$ cat src/rtl/rt_sba_obi_ctrl_pkg.sv
// Shared types and helpers for the system-bus-access (SBA) OBI master.
package rt_sba_obi_ctrl_pkg;

   typedef enum logic [1:0] {
      IDLE = 2'd0,
      REQ  = 2'd1,
      RSP  = 2'd2
   } sba_state_e;

   typedef enum logic [2:0] {
      SbaOk      = 3'd0,
      SbaBadAddr = 3'd2,
      SbaAlign   = 3'd3,
      SbaSize    = 3'd4
   } sba_err_e;

   typedef enum logic [1:0] {
      Sba8  = 2'd0,
      Sba16 = 2'd1,
      Sba32 = 2'd2
   } sba_size_e;

   localparam int unsigned SbaDataWidth = 32;

   function automatic logic sba_misaligned(sba_size_e size, logic [1:0] off);
      logic bad;
      bad = 1'b0;
      case (size)
         Sba16:   bad = off[0];
         Sba32:   bad = |off;
         default: bad = 1'b0;
      endcase
      return bad;
   endfunction

   function automatic logic [31:0] sba_size_bytes(sba_size_e size);
      return 32'd1 << size;
   endfunction

endpackage

$ cat src/rtl/rt_sba_obi_ctrl_if.sv
// OBI request/response channel between the SBA engine and the crossbar.
interface rt_sba_obi_ctrl_if #(
   parameter int unsigned AW = 32
);
   logic          req;
   logic          gnt;
   logic [AW-1:0] addr;
   logic          we;
   logic [3:0]    be;
   logic [31:0]   wdata;
   logic          rvalid;
   logic [31:0]   rdata;
   logic          err;

   modport master (
      output req, addr, we, be, wdata,
      input  gnt, rvalid, rdata, err
   );

   modport slave (
      input  req, addr, we, be, wdata,
      output gnt, rvalid, rdata, err
   );
endinterface

$ cat src/rtl/rt_sba_obi_ctrl_lane.sv
// Byte-lane steering: byte enables and write replication on launch,
// right-aligned zero-extended extraction of read data on response.
module rt_sba_lane
   import rt_sba_obi_ctrl_pkg::*;
(
   input  sba_size_e   tx_size_i,
   input  logic [1:0]  tx_off_i,
   input  logic [31:0] tx_wdata_i,
   output logic [3:0]  tx_be_o,
   output logic [31:0] tx_wdata_o,
   input  sba_size_e   rx_size_i,
   input  logic [1:0]  rx_off_i,
   input  logic [31:0] rx_rdata_i,
   output logic [31:0] rx_rdata_o
);

   logic [31:0] rx_shifted;

   always_comb begin
      tx_be_o    = '0;
      tx_wdata_o = '0;
      case (tx_size_i)
         Sba8: begin
            tx_be_o    = 4'b0001 << tx_off_i;
            tx_wdata_o = {4{tx_wdata_i[7:0]}};
         end
         Sba16: begin
            tx_be_o    = 4'b0011 << tx_off_i;
            tx_wdata_o = {2{tx_wdata_i[15:0]}};
         end
         default: begin
            tx_be_o    = 4'b1111 << tx_off_i;
            tx_wdata_o = tx_wdata_i;
         end
      endcase
   end

   always_comb begin
      rx_shifted = rx_rdata_i >> {rx_off_i, 3'b000};
      rx_rdata_o = '0;
      case (rx_size_i)
         Sba8:    rx_rdata_o = rx_shifted & 32'h0000_00FF;
         Sba16:   rx_rdata_o = rx_shifted & 32'h0000_FFFF;
         default: rx_rdata_o = rx_shifted;
      endcase
   end

endmodule

$ cat src/rtl/rt_sba_obi_ctrl.sv
// SBA engine: turns SBAddress0/SBData0 accesses into single OBI transactions,
// tracking sbbusy, sberror and sbbusyerror for the debug module.
module rt_sba_obi_ctrl
   import rt_sba_obi_ctrl_pkg::*;
#(
   parameter int unsigned AddrWidth = 32,
   parameter int unsigned MaxAccess = 2
) (
   input  logic                 clk,
   input  logic                 rst_n,
   input  logic                 addr_we_i,
   input  logic                 data_we_i,
   input  logic                 data_re_i,
   input  logic [31:0]          wdata_i,
   input  logic                 cfg_readonaddr_i,
   input  logic                 cfg_readondata_i,
   input  logic                 cfg_autoinc_i,
   input  logic [2:0]           cfg_access_i,
   input  logic                 sberr_clr_i,
   input  logic                 busyerr_clr_i,
   output logic [AddrWidth-1:0] address_o,
   output logic [31:0]          rdata_o,
   output logic                 busy_o,
   output logic [2:0]           sberror_o,
   output logic                 sbbusyerror_o,
   rt_sba_obi_ctrl_if.master    obi
);

   sba_state_e           state_q;
   logic [AddrWidth-1:0] addr_q;
   logic [31:0]          rdata_q;
   sba_err_e             sberror_q;
   logic                 busyerr_q;
   logic                 req_q;
   logic [AddrWidth-1:0] obi_addr_q;
   logic                 obi_we_q;
   logic [3:0]           obi_be_q;
   logic [31:0]          obi_wdata_q;
   sba_size_e            size_q;

   logic                 idle;
   logic                 strobe_any;
   logic                 wr_trig;
   logic                 rd_trig;
   logic                 gated;
   logic                 size_bad;
   logic                 misalign;
   sba_size_e            tx_size;
   logic [AddrWidth-1:0] launch_addr;
   logic [3:0]           tx_be;
   logic [31:0]          tx_wdata;
   logic [31:0]          rx_rdata;

   // A simultaneous address write feeds the launch address directly, so a
   // write strobed together with it targets the new address.
   always_comb begin
      idle        = (state_q == IDLE);
      strobe_any  = addr_we_i | data_we_i | data_re_i;
      wr_trig     = data_we_i;
      rd_trig     = ~data_we_i & ((addr_we_i & cfg_readonaddr_i) |
                                  (data_re_i & cfg_readondata_i));
      gated       = (sberror_q != SbaOk) | busyerr_q;
      size_bad    = cfg_access_i > 3'(MaxAccess);
      tx_size     = size_bad ? Sba8 : sba_size_e'(cfg_access_i[1:0]);
      launch_addr = addr_we_i ? AddrWidth'(wdata_i) : addr_q;
      misalign    = sba_misaligned(tx_size, launch_addr[1:0]);
   end

   rt_sba_lane u_lane (
      .tx_size_i  (tx_size),
      .tx_off_i   (launch_addr[1:0]),
      .tx_wdata_i (wdata_i),
      .tx_be_o    (tx_be),
      .tx_wdata_o (tx_wdata),
      .rx_size_i  (size_q),
      .rx_off_i   (obi_addr_q[1:0]),
      .rx_rdata_i (obi.rdata),
      .rx_rdata_o (rx_rdata)
   );

   always_ff @(posedge clk or negedge rst_n) begin
      if (!rst_n) begin
         state_q     <= IDLE;
         addr_q      <= '0;
         rdata_q     <= '0;
         sberror_q   <= SbaOk;
         busyerr_q   <= 1'b0;
         req_q       <= 1'b0;
         obi_addr_q  <= '0;
         obi_we_q    <= 1'b0;
         obi_be_q    <= '0;
         obi_wdata_q <= '0;
         size_q      <= Sba8;
      end else begin
         // Clears first; any set later in this block overrides them.
         if (sberr_clr_i)   sberror_q <= SbaOk;
         if (busyerr_clr_i) busyerr_q <= 1'b0;
         if (!idle && strobe_any) busyerr_q <= 1'b1;

         case (state_q)
            IDLE: begin
               if (addr_we_i) addr_q <= AddrWidth'(wdata_i);
               if ((wr_trig || rd_trig) && !gated) begin
                  if (size_bad) begin
                     sberror_q <= SbaSize;
                  end else if (misalign) begin
                     sberror_q <= SbaAlign;
                  end else begin
                     state_q     <= REQ;
                     req_q       <= 1'b1;
                     obi_addr_q  <= launch_addr;
                     obi_we_q    <= wr_trig;
                     obi_be_q    <= tx_be;
                     obi_wdata_q <= wr_trig ? tx_wdata : '0;
                     size_q      <= tx_size;
                  end
               end
            end
            REQ: begin
               if (obi.gnt) begin
                  req_q   <= 1'b0;
                  state_q <= RSP;
               end
            end
            RSP: begin
               if (obi.rvalid) begin
                  state_q <= IDLE;
                  if (obi.err) begin
                     sberror_q <= SbaBadAddr;
                  end else begin
                     if (!obi_we_q) rdata_q <= rx_rdata;
                     if (cfg_autoinc_i) addr_q <= addr_q + AddrWidth'(sba_size_bytes(size_q));
                  end
               end
            end
            default: state_q <= IDLE;
         endcase
      end
   end

   assign address_o     = addr_q;
   assign rdata_o       = rdata_q;
   assign busy_o        = (state_q != IDLE);
   assign sberror_o     = sberror_q;
   assign sbbusyerror_o = busyerr_q;

   assign obi.req   = req_q;
   assign obi.addr  = obi_addr_q;
   assign obi.we    = obi_we_q;
   assign obi.be    = obi_be_q;
   assign obi.wdata = obi_wdata_q;

endmodule

$ cat src/flat_wrapper.sv
// flat-port wrapper written by rule: the top's interface ports become plain ports
module rt_sba_obi_ctrl_flat import rt_sba_obi_ctrl_pkg::*;
#(
   parameter int unsigned AddrWidth = 32,
   parameter int unsigned MaxAccess = 2
)
  (clk, rst_n, addr_we_i, data_we_i, data_re_i, wdata_i, cfg_readonaddr_i, cfg_readondata_i, cfg_autoinc_i, cfg_access_i, sberr_clr_i, busyerr_clr_i, address_o, rdata_o, busy_o, sberror_o, sbbusyerror_o, obi_req, obi_addr, obi_we, obi_be, obi_wdata, obi_gnt, obi_rvalid, obi_rdata, obi_err);
  rt_sba_obi_ctrl_if obi_i ();
  input  logic clk;
  input  logic rst_n;
  input  logic addr_we_i;
  input  logic data_we_i;
  input  logic data_re_i;
  input  logic [31:0] wdata_i;
  input  logic cfg_readonaddr_i;
  input  logic cfg_readondata_i;
  input  logic cfg_autoinc_i;
  input  logic [2:0] cfg_access_i;
  input  logic sberr_clr_i;
  input  logic busyerr_clr_i;
  output logic [AddrWidth-1:0] address_o;
  output logic [31:0] rdata_o;
  output logic busy_o;
  output logic [2:0] sberror_o;
  output logic sbbusyerror_o;
  output wire logic [$bits(obi_i.req)-1:0] obi_req;
  output wire logic [$bits(obi_i.addr)-1:0] obi_addr;
  output wire logic [$bits(obi_i.we)-1:0] obi_we;
  output wire logic [$bits(obi_i.be)-1:0] obi_be;
  output wire logic [$bits(obi_i.wdata)-1:0] obi_wdata;
  input wire logic [$bits(obi_i.gnt)-1:0] obi_gnt;
  input wire logic [$bits(obi_i.rvalid)-1:0] obi_rvalid;
  input wire logic [$bits(obi_i.rdata)-1:0] obi_rdata;
  input wire logic [$bits(obi_i.err)-1:0] obi_err;
  assign obi_req = obi_i.req;
  assign obi_addr = obi_i.addr;
  assign obi_we = obi_i.we;
  assign obi_be = obi_i.be;
  assign obi_wdata = obi_i.wdata;
  assign obi_i.gnt = obi_gnt;
  assign obi_i.rvalid = obi_rvalid;
  assign obi_i.rdata = obi_rdata;
  assign obi_i.err = obi_err;
  rt_sba_obi_ctrl #(.AddrWidth(AddrWidth), .MaxAccess(MaxAccess)) u_core (.clk(clk), .rst_n(rst_n), .addr_we_i(addr_we_i), .data_we_i(data_we_i), .data_re_i(data_re_i), .wdata_i(wdata_i), .cfg_readonaddr_i(cfg_readonaddr_i), .cfg_readondata_i(cfg_readondata_i), .cfg_autoinc_i(cfg_autoinc_i), .cfg_access_i(cfg_access_i), .sberr_clr_i(sberr_clr_i), .busyerr_clr_i(busyerr_clr_i), .address_o(address_o), .rdata_o(rdata_o), .busy_o(busy_o), .sberror_o(sberror_o), .sbbusyerror_o(sbbusyerror_o), .obi(obi_i));
endmodule
$ cat config.mk
export PLATFORM = sky130hd
export DESIGN_NAME = rt_sba_obi_ctrl_flat
export DESIGN_NICKNAME = d
export VERILOG_FILES = /design/src/rtl/rt_sba_obi_ctrl_pkg.sv /design/src/rtl/rt_sba_obi_ctrl_if.sv /design/src/rtl/rt_sba_obi_ctrl_lane.sv /design/src/rtl/rt_sba_obi_ctrl.sv /design/src/flat_wrapper.sv
export SDC_FILE = /design/constraint.sdc
export NUM_CORES = 1
export LEC_CHECK = 0
export ABC_AREA = 1
export ABC_CLOCK_PERIOD_IN_PS = 2500
export CAP_MARGIN = 25
export CORE_ASPECT_RATIO = 2
export CORE_MARGIN = 4
export CORE_UTILIZATION = 50
export CTS_CLUSTER_DIAMETER = 50
export DETAILED_ROUTE_END_ITERATION = 7
export HOLD_SLACK_MARGIN = 0.02
export PLACE_DENSITY = 0.93
export SLEW_MARGIN = 40
export SYNTH_ARGS = -nofsm -noshare
export SYNTH_HDL_FRONTEND = slang
export SYNTH_SLANG_ARGS = --single-unit
$ cat constraint.sdc
create_clock -name clk -period 2.5 [get_ports clk]
set_input_delay 0.25 -clock clk [delete_from_list [all_inputs] [get_ports clk]]
set_output_delay 0.25 -clock clk [all_outputs]
set_load 0.03 [all_outputs]
# == After elaboration in Yosys (flattened, before gate mapping) ==
# Index checks and enable logic that the tools add are counted.
# totals
elab_cells,92
reg_bits,142
out_inout_bits,139
# classes
reduce_logical,19
shift,5
addsub,1
eq_ne,12
n_mux,31
magnitude_cmp,1
bitwise,12
# op_table
op,count
32-bit one-hot mux with 2 select lines,3
32-bit two-way mux,5
32-bit adder,1
"1-bit by 2-bit << shifter with 32-bit output, first input constant",1
32-bit by 5-bit >> shifter with 32-bit output,1
3-bit two-way mux,6
"2-bit != test, second input constant",7
2-bit two-way mux,6
4-bit AND reduction,3
5-bit AND reduction,2
4-bit one-hot mux with 2 select lines,1
2-bit nonzero test,4
"2-bit by 1-bit == test with 1-bit output, second input constant",3
2-bit zero test,3
1-bit two-way mux,6
2-bit one-hot mux with 3 select lines,1
3-bit one-hot mux with 2 select lines,1
1-bit inverter,5
"2-bit == test, second input constant",2
1-bit OR,4
1-bit one-hot mux with 2 select lines,2
"1-bit by 2-bit << shifter with 4-bit output, first input constant",1
"2-bit by 2-bit << shifter with 4-bit output, first input constant",1
"4-bit by 2-bit << shifter with 4-bit output, first input constant",1
other kinds (7),11

# == Longest topological paths before layout ==
# logic_depth
ltp_word,8
depth_mapped,16
mapped_depth_nobuf,16

# == Cells and area by module ==
# From an unflattened synthesis, not the netlist that was laid out.
# hier_totals
hier_cells,1252
hier_area_um2,8649.5
# by_module_without_submodules
module,instances,cells_each,seq_area_each_um2,area_each_um2
rt_sba_obi_ctrl,1,966,3553.4,7365.8
rt_sba_lane,1,286,0.0,1283.7

# == Worst setup path after synthesis ==
# No wires, ideal clock.
# synth_path
kind,register -> register
from,"reg u_core.addr_q[0], in the netlist u_core.address_o[0]"
to,"reg u_core.addr_q[18], in the netlist u_core.address_o[18]"
t_required_ns,2.387
path_stages_with_launch,14
n_path_buf,0
t_arrival_ns,2.043
slack_ns,0.345
setup_time_ns,0.113
cell_sequence,dfrtp_1 > ha_1 > inv_1 > fa_1 > inv_1 > nand3_1 > nand2_1 > nand2_1 > nor2_1 > nand2_1 > o21ai_0 > nand2_1 > nand2_1 > inv_1
# synth_between
elab_chain_len,5
# synth_lines
element,line_no,source
start: declaration,rt_sba_obi_ctrl.sv:30,logic [AddrWidth-1:0] addr_q;
start signal: assignment,rt_sba_obi_ctrl.sv:102,if (addr_we_i) addr_q <= AddrWidth'(wdata_i);
start signal: assignment,rt_sba_obi_ctrl.sv:132,if (cfg_autoinc_i) addr_q <= addr_q + AddrWidth'(sba_size_bytes(size_q));
32-bit adder,rt_sba_obi_ctrl.sv:132,
32-bit two-way mux,rt_sba_obi_ctrl.sv:132,
32-bit two-way mux,rt_sba_obi_ctrl.sv:128,if (obi.err) begin
32-bit two-way mux,rt_sba_obi_ctrl.sv:126,if (obi.rvalid) begin
32-bit one-hot mux with 2 select lines,rt_sba_obi_ctrl.sv:100,case (state_q)
# No other way between the ends. The select of a mux whose other input is x is not followed.
# A chain may end at the register's enable or synchronous reset.

# == Worst setup path in the final report ==
# layout_path
from,reg u_core.size_q[1]
to,"reg u_core.addr_q[10], in the netlist u_core.address_o[10]"
# layout_between
elab_chain_len,6
# layout_lines
element,line_no,source
start: declaration,rt_sba_obi_ctrl.sv:39,sba_size_e size_q;
start signal: assignment,rt_sba_obi_ctrl.sv:115,size_q <= tx_size;
1-bit by 2-bit << shifter with 32-bit output,rt_sba_obi_ctrl_pkg.sv:37,return 32'd1 << size;
32-bit adder,rt_sba_obi_ctrl.sv:132,
32-bit two-way mux,rt_sba_obi_ctrl.sv:132,
32-bit two-way mux,rt_sba_obi_ctrl.sv:128,
32-bit two-way mux,rt_sba_obi_ctrl.sv:126,
32-bit one-hot mux with 2 select lines,rt_sba_obi_ctrl.sv:100,
# No other way between the ends. The select of a mux whose other input is x is not followed.

==> out/qor.txt <==
WP data required = 2830 ps
Core Area = 16400 um2
Leak = 5.55 nW
clk slew on worst S/H paths = 60 ps
PD cells = 1330 nW/um2
nature of the critical path startpoint = register
Synth Area per Inst = 6.91 um2
Antenna Nets Post-Route = 0
Worst IR Drop VDD = 0.000702 V
Initial Util = 51.0%
CTS root buf = clkbuf_16
Worst Skew = 7.27 ps
Max-Cap Viols = 0
CP Class = register to register
Overflow after GRT = 0
Final Power = 0.0152 W
library cells used by synthesis = 39
ys flop type = dfrtp_1
commonest non-fill, non-tap cell in the layout = nand2_1
full die area = 18900 um2
wire per inst = 19.2 um
initial antenna violation count = 1
Area Growth Syn to Fin = 36.9%
Initial DRC Count = 584
Via density = 5.60
GRT Util Overall = 33.4%
Max Freq = 0.433 GHz
outcome = completed
RSZ-0062 raised after global routing = false
Post-synth ARST share = 100%
Layout Utilization = 69.8%
layout cell share with drive strength beyond 1 = 6.76%
slew margin rel. = 49.9%
Setup Fix Bufs, Post-CTS = 0
total wire length = 31500 um
Residual DRC = 0
final-report hold violation count = 0
HP Class = input port to async pin
Die X = 99.3 um
critical path endpoint category = register
first-pass GRT wire length = 48400 um
Net count, final = 1510
Seq/Total Area, Yosys = 42.6%
largest net degree at the start of global routing = 63
count of buffers from port buffering = 218
Clock Latency Late Sink = 430 ps
Ys Warns = 0
period utilisation layout = 92.4%
Post-synth EDFFs = 0
most frequent cells in the layout = nand2_1 (457), clkdlybuf4s50_1 (216), dfrtp_1 (141)
hold slack = 373 ps
final setup fails = 0
Slew Viols, Final = 0
clock buffer count from CTS = 17
via count = 9188
worst slew pin tran = 750 ps
CTS max path bufs = 2
FILL cells = 1327
TritonCTS clock tree = built
Net Count, Synth = 1296
DP HPWL = 24000 um
Die Y = 191 um
cell count after synthesis = 1208
Synth Cell Area = 8340 um2
crit path DAT = 2640 ps
H-tree levels = 4
Rows = 66
clock sinks = 142
final worst path period need = 2310 ps
DR pass1 iterations = 6
Final Wtd Congestion = 1.01
I/O pin total = 219
register bit count reported by yosys = 142
crit-path max FO = 5
number of global-route vias before repair = 9228
## stage by stage
step,instance area (um2),cells,TNS (ps),worst slack [ps]
final,11400,1640,0,190
after global routing,11400,1640,0,10.8
after CTS,11400,1639,0,11.9
after global placement,10800,1606,0,108
after floorplan,8340,1208,0,345
after detailed placement,10800,1606,-12.3,-12.3
## repair_timing
action | in CTS | in global routing
endpoints found under the hold margin | 59 | 0
hold buffers | 1 | 0
setup endpoints to repair | 1 | 11
gates resized for setup | 1 | 8
## cell families after synthesis
kind of cell | count (synthesis) | synth area share [%]
AO/OA/AOI/OAI | 190 | 12.3
XOR/XNOR | 2 | 0.210
adder cells (fa/ha/maj) | 8 | 1.29
buffers and inverters | 187 | 9.30
flip-flops | 142 | 42.6
multiplexers | 9 | 1.08
AND/OR/NAND/NOR | 670 | 33.3
## synthesized netlist by cell type, types with 6 or more instances
library cell,n,area [um2]
dfrtp_1,142,3550
inv_1,124,465
nor2_1,94,353
buf_4,6,45.0
ha_1,7,87.6
nand2_1,458,1720
buf_2,21,105
nand3b_1,8,60.1
clkbuf_1,23,86.3
a21oi_1,29,145
nand4_1,7,43.8
nand3_1,85,425
mux2i_1,9,90.1
o21ai_0,106,531
o22ai_1,9,56.3
o21ai_1,31,155
o21a_1,6,45.0
## worst max-delay path, cell delays in order, from the launching register on
cell	delay, ps
dfrtp_2	450
nor2_1	120
ha_2	220
inv_1	70
fa_2	370
inv_1	70
nand3_1	70
nand2_1	130
nand2_2	120
inv_2	120
nand3_1	110
o21ai_1	180
nand2_1	70
nand2_1	60
inv_1	40
## state kept, by name, indices dropped and copies added (netlist names)
name,count
u_core.state_q,2
u_core.rdata_o,32
u_core.obi.wdata,32
u_core.obi.we,1
u_core.obi.be,4
u_core.address_o,32
u_core.sbbusyerror_o,1
u_core.sberror_o,3
u_core.obi.req,1
u_core.size_q,2
u_core.obi.addr,32
## cell type report
| type | count | area, um2 | area share [%] |
|---|---|---|---|
| clock inverters | 12 | 113 | 0.986 |
| diodes | 1 | 2.50 | 0.0219 |
| inverters | 132 | 498 | 4.36 |
| repair buffers | 250 | 2510 | 22.0 |
| multi-input cells | 879 | 4040 | 35.4 |
| well taps | 204 | 255 | 2.24 |
| flip-flops and latches | 142 | 3550 | 31.1 |
| clock buffers | 20 | 447 | 3.91 |
## metal layers
metal	vias up	part of all wire [%]	track usage, %
li1	4250	-	-
met1	4247	32	32.5
met2	514	53	60.2
met3	177	6.7	5.16
met4	0	9.0	27.8
met5	-	0	0
## worst paths after layout
check	startpoint	to	slack [ps]	cells after the start
setup / recovery	u_core.size_q[1]$_DFFE_PN0P_	u_core.address_o[10]$_DFFE_PN0P_	190	14
hold / removal	rst_n	u_core.rdata_o[20]$_DFFE_PN0P_	370	2
setup reg to reg	u_core.size_q[1]$_DFFE_PN0P_	u_core.address_o[10]$_DFFE_PN0P_	190	14
hold reg to reg	u_core.obi.wdata[23]$_DFFE_PN0P_	u_core.obi.wdata[23]$_DFFE_PN0P_	480	2
max in group asynchronous	rst_n	u_core.obi.addr[2]$_DFFE_PN0P_	1340	3
min in group clk	addr_we_i	u_core.obi.addr[2]$_DFFE_PN0P_	380	3
## power breakdown
part,internal (W),switching (W)
sequential,0.00334,0.00104
combinational,0.00314,0.00526
clock,0.00140,0.00106
total,0.00788,0.00735
No activity file was read; power rests on OpenSTA's default activity.
